===== config.mk =====
export PLATFORM = sky130hd
export DESIGN_NAME = multu_iter
export DESIGN_NICKNAME = d
export VERILOG_FILES = /design/src/rtl/multu_iter.sv
export SDC_FILE = /design/constraint.sdc
export NUM_CORES = 1
export LEC_CHECK = 0
export BUFFER_PORTS_ARGS = -buffer_cell sky130_fd_sc_hd__buf_2
export CAP_MARGIN = 20
export CORE_MARGIN = 3
export CORE_UTILIZATION = 50
export CTS_CLUSTER_SIZE = 40
export DETAILED_ROUTE_END_ITERATION = 12
export PLACE_DENSITY = 0.77
export SYNTH_ARGS = -nofsm -noshare
export SYNTH_HDL_FRONTEND = slang
export SYNTH_SLANG_ARGS = --single-unit

===== constraint.sdc =====
create_clock -name clock -period 3.1 [get_ports clock]
set_clock_uncertainty 0.05 [all_clocks]
set_input_delay 0.31 -clock clock [delete_from_list [all_inputs] [get_ports clock]]
set_output_delay 0.31 -clock clock [all_outputs]
set_load 0.02 [all_outputs]

===== src/rtl/multu_iter.sv =====
// Iterative radix-2 shift-add unsigned multiplier for the MULTU path.
// One multiplier bit per clock; shares the divider's start/busy handshake.
module multu_iter #(
   parameter int WIDTH = 32
) (
   input  logic             clock,
   input  logic             reset,
   input  logic [WIDTH-1:0] multiplicand,
   input  logic [WIDTH-1:0] multiplier,
   input  logic             start,
   output logic [WIDTH-1:0] hi,
   output logic [WIDTH-1:0] lo,
   output logic             busy,
   output logic             done
);

   localparam int CW = $clog2(WIDTH) + 1;

   typedef enum logic {
      IDLE,
      RUN
   } state_t;

   state_t           r_state;
   logic [WIDTH-1:0] r_mcand;
   logic [WIDTH-1:0] r_acc_hi;
   logic [WIDTH-1:0] r_acc_lo;
   logic             r_carry;
   logic [CW-1:0]    r_count;
   logic             r_done;
   logic [WIDTH:0]   w_sum;

   // r_carry is always zero here, so this equals {1'b0, acc_hi} + addend
   assign w_sum = {r_carry, r_acc_hi}
                + (r_acc_lo[0] ? {1'b0, r_mcand} : '0);

   always_ff @(posedge clock or posedge reset) begin
      if (reset) begin
         r_state  <= IDLE;
         r_mcand  <= '0;
         r_acc_hi <= '0;
         r_acc_lo <= '0;
         r_carry  <= 1'b0;
         r_count  <= '0;
         r_done   <= 1'b0;
      end else begin
         r_done <= 1'b0;
         if (start) begin
            r_state  <= RUN;
            r_mcand  <= multiplicand;
            r_acc_hi <= '0;
            r_acc_lo <= multiplier;
            r_carry  <= 1'b0;
            r_count  <= '0;
         end else if (r_state == RUN) begin
            {r_carry, r_acc_hi, r_acc_lo} <=
               {1'b0, w_sum, r_acc_lo[WIDTH-1:1]};
            r_count <= r_count + CW'(1);
            if (r_count == CW'(WIDTH - 1)) begin
               r_state <= IDLE;
               r_done  <= 1'b1;
            end
         end
      end
   end

   assign hi   = r_acc_hi;
   assign lo   = r_acc_lo;
   assign busy = (r_state == RUN);
   assign done = r_done;

endmodule


# Yosys cells after proc, flatten, opt, wreduce, memory -nomap -nowiden
# Index checks and enable logic that the tools add are counted.
word_totals:
  in_bits: 67
  register_bits: 105
  word_cells: 26
  output_inout_bits: 66
op_classes:
  muxes: 15
  reduce_logical: 1
  n_addsub: 2
  eq_ne: 1
ops:
  columns: ["op", "n"]
  rows:
  - ["$mux W32", 5]
  - ["$add A33 B32 Y33", 1]
  - ["$mux W6", 2]
  - ["$mux W1", 8]
  - ["$add A6 B1 Y6 const B", 1]
  - ["$eq A6 B5 Y1 const B", 1]
  - ["$reduce_bool A2 Y1", 1]

# Depth between registers and ports, before layout
logic_depth:
  word_depth: 4
  ltp_mapped: 11

# Worst setup path after synthesis
# Ideal clock, no wire load.
synth_path:
  path_kind: "reg-to-reg"
  start: "register r_acc_lo[0] (netlist: lo[0])"
  end: "register r_acc_hi[27] (netlist: hi[27])"
  required_time_ns: 2.926
  path_slack_ns: 0.033
  arrival_ns: 2.893
  setup_ns: 0.124
  stages_incl_launch_ff: 12
  cell_sequence: "dfrtp_1 > and2_1 > ha_1 > inv_1 > fa_1 > and2b_2 > o2111ai_2 > a21boi_2 > a31oi_1 > o41a_2 > mux2i_1 > a211o_1"
synth_between:
  elab_chain_cells: 4
synth_rtl:
  columns: ["item", "line", "rtl"]
  rows:
  - ["start: declaration", "27", "logic [WIDTH-1:0] r_acc_lo;"]
  - ["start signal: assignment", "52", "r_acc_lo <= multiplier;"]
  - ["start signal: assignment", "56", "{r_carry, r_acc_hi, r_acc_lo} <="]
  - ["$mux W32", "35", "+ (r_acc_lo[0] ? {1'b0, r_mcand} : '0);"]
  - ["$add A33 B32 Y33", "35", null]
  - ["$mux W32", "55", "end else if (r_state == RUN) begin"]
  - ["$mux W32", "48", "if (start) begin"]
  - ["end signal: assignment", "56", null]
  - ["end: declaration", "26", "logic [WIDTH-1:0] r_acc_hi;"]
# Every way passes these cells. The select of a mux whose other input is x is not followed.
# A chain may end at the register's enable or synchronous reset.

# Worst setup path after layout
layout_path:
  start: "register r_acc_lo[0] (netlist: lo[0])"
  end: "register r_acc_hi[25] (netlist: hi[25])"
# Same word-level chain as after synthesis.

==> results.json <==
{
  "area_growth_pct": 18.4,
  "clockPowerShare_pct": 26.5,
  "period_minus_slack_ns": 2.89,
  "ant_nets": 0,
  "clock_latency_ns": 0.35,
  "yosysMostFrequentCell": "dfrtp_1",
  "swShare_pct": 36.3,
  "multiInputGateArea_um2": 3430,
  "dpl_worst_slack_ns": 0.0920,
  "tightestPinTransition_ns": 0.728,
  "yosys.area.top_type_share_pct": 41.9,
  "syn-num-nets": 749,
  "root_buffer": "clkbuf_16",
  "grt_max_degree": 81,
  "drt_iter0_drc": 298,
  "fin_setup_tns_ns": 0,
  "timing.fmax_mhz": 345,
  "critPathArrivalTime_ns": 3.14,
  "synthFlopType": "dfrtp_1",
  "start_util_pct": 51.5,
  "power_switching_mw": 1.51,
  "avgSynthCellArea_um2": 9.58,
  "num_io_pins": 133,
  "violations": "hold timing",
  "htree_levels": 3,
  "grt_pass1_wl_mm": 25.5,
  "critical_path_required_ns": 3.34,
  "powerDensity_nw_per_um2": 565,
  "first_pass_iters": 5,
  "clk_path_buf_depth": 2,
  "r2r.worst_path.cells": 13,
  "critPathKind": "reg -> reg",
  "setup_viol": 0,
  "cts.sinks": 104,
  "fillers": 1039,
  "dieArea_um2": 13800,
  "outcome": "finished with violations",
  "grt_pass1_vias": 5316,
  "synth_area_leaders": "dfrtp_1 (42%), mux2i_1 (6.8%), ha_1 (6.7%), mux2_2 (5.8%), o21ai_0 (5.2%)",
  "core_um2": 12100,
  "synth_area_leader_cell": "dfrtp_1",
  "endpoint_kind": "flip-flop",
  "whs_ns": -0.0124,
  "wl_per_cell_um": 16.0,
  "clk_pin_slew_ns": 0.07,
  "routed_wl_mm": 15.1,
  "die_h_um": 117,
  "vias_per_cell": 5.63,
  "worstPathMaxFanout": 3,
  "p_int_mw": 2.65,
  "cts_tree": "yes",
  "diodes": 0,
  "power.leakage_nw": 3.74,
  "syn_area_um2": 6210,
  "drive_above_1_share_pct": 27.2,
  "grt_usage_pct": 22.3,
  "drc": 0,
  "period_share_pct": 93.4,
  "die_w_um": 117,
  "yosysUniqueCellTypes": 64,
  "grt_antenna_before_repair": 0,
  "place_congestion": 0.901,
  "row_count": 40,
  "maxCapViolCount": 0,
  "yosys-top-cells-count": "dfrtp_1 (104), nand2_1 (84), o21ai_0 (65)",
  "yosys_warnings": 0,
  "grt-ovfl-total": 0,
  "synth-seq-area-share_pct": 41.9,
  "dp_hpwl_mm": 11.1,
  "seq_area_um2": 2600,
  "hp-class": "in -> async",
  "hold_violations": 26,
  "async_flop_share_pct": 100,
  "relSlewSlack_pct": 51.5,
  "nNetsFinal": 868,
  "post-route-worst-setup-slack_ns": 0.205,
  "r2r_setup_slack_ns": 0.21,
  "cts_buffers": 9,
  "r2r-end": "hi[25]",
  "synth_seq_cells": 104,
  "slew_viol_final": 0,
  "syn_inst": 648,
  "vias": 5296,
  "ir_drop_mv": 0.434,
  "crit_path_start_kind": "flip-flop",
  "seq_power_share_pct": 40.4,
  "r2r_start": "lo[0]",
  "synth-edff-count": 0,
  "numPortBuffers": 132,
  "rsz0062_at_grt": "false",
  "p_comb_share_pct": 33.1
}
-- final cells by class --
type,instances,area share (%)
clock buffer,11,3.30
clock inverter,5,0.527
inverter,10,0.544
multi-input combinational,497,46.7
sequential,104,35.4
tap,168,2.86
timing repair buffer,145,10.7
-- how the worst max path moves through the flow --
stage                     start  endpoint  slack, ns  cells after the start
final                     lo[0]    hi[25]       0.21                     13
after floorplan           reset      busy      0.008                      1
after CTS                 lo[0]    hi[27]       0.08                     11
after global routing      lo[0]    hi[24]      0.005                     10
after global placement    lo[0]    hi[27]       0.20                     11
after detailed placement  lo[0]    hi[27]       0.09                     11
-- through the flow --
step	util, %	cell area (um^2)	total power, mW	std cells
2_1_floorplan	-	6210	2.64	648
3_3_place_gp	58.5	7050	3.04	923
3_5_place_dp	58.5	7050	3.07	923
4_1_cts	60.8	7330	4.18	939
5_1_grt	61.0	7350	4.42	940
6_report	61.0	7350	4.16	940
-- placed cells by master, fill, tap and decap left out, types with 12 or more instances in the layout --
master,count
nand2_1,84
xor2_1,16
buf_4,12
a21oi_1,33
ha_1,33
buf_2,131
dfrtp_1,103
and2_1,34
mux2_2,32
o21ai_0,65
mux2i_1,42
nor2_1,36
-- worst max-delay path: stages (launching register included) --
cell	delay (ns)
dfrtp_1	0.38
and2_1	0.14
ha_1	0.19
inv_1	0.06
fa_1	0.38
and2b_2	0.26
o2111ai_2	0.15
a21boi_2	0.19
buf_4	0.12
buf_4	0.10
o21ai_2	0.07
and2_4	0.17
or4_1	0.47
nand2_1	0.08
-- routing by layer --
metal  vias up  share of wire (%)  track usage (%)
met3        29                7.5             7.62
met2       199                 47             35.9
li1       2556                  -                -
met5         -                  0                0
met4         0                2.0             7.04
met1      2512                 43             28.4
-- cell families after synthesis --
family	Yosys count	synth area share, %
compound gates	158	16.0
xor+xnor	27	3.81
fa+ha+maj	34	6.97
buf+inv	47	2.98
flops	104	41.9
mux	74	12.6
simple gates	204	15.7
-- power groups by stage --
| stage | Sequential [mW] | Combinational, mW | Clock (mW) |
|---|---|---|---|
| 2_1_floorplan | 1.84 | 0.805 | 0 |
| 3_3_place_gp | 1.70 | 1.34 | 0 |
| 3_5_place_dp | 1.71 | 1.36 | 0 |
| 4_1_cts | 1.68 | 1.37 | 1.13 |
| 5_1_grt | 1.71 | 1.51 | 1.20 |
| 6_report | 1.68 | 1.38 | 1.10 |
-- registers in the layout, summed over array words and instances, names as in the netlist --
signal / count
done: 1
r_mcand: 32
hi: 32
busy: 1
r_count: 6
lo: 32
-- timing repair --
item	4_1_cts	5_1_grt
endpoints found under the setup margin	0	3
hold buffers	0	0
gates resized for setup	0	2
setup buffers	0	1
No activity file was read; power rests on OpenSTA's default activity.
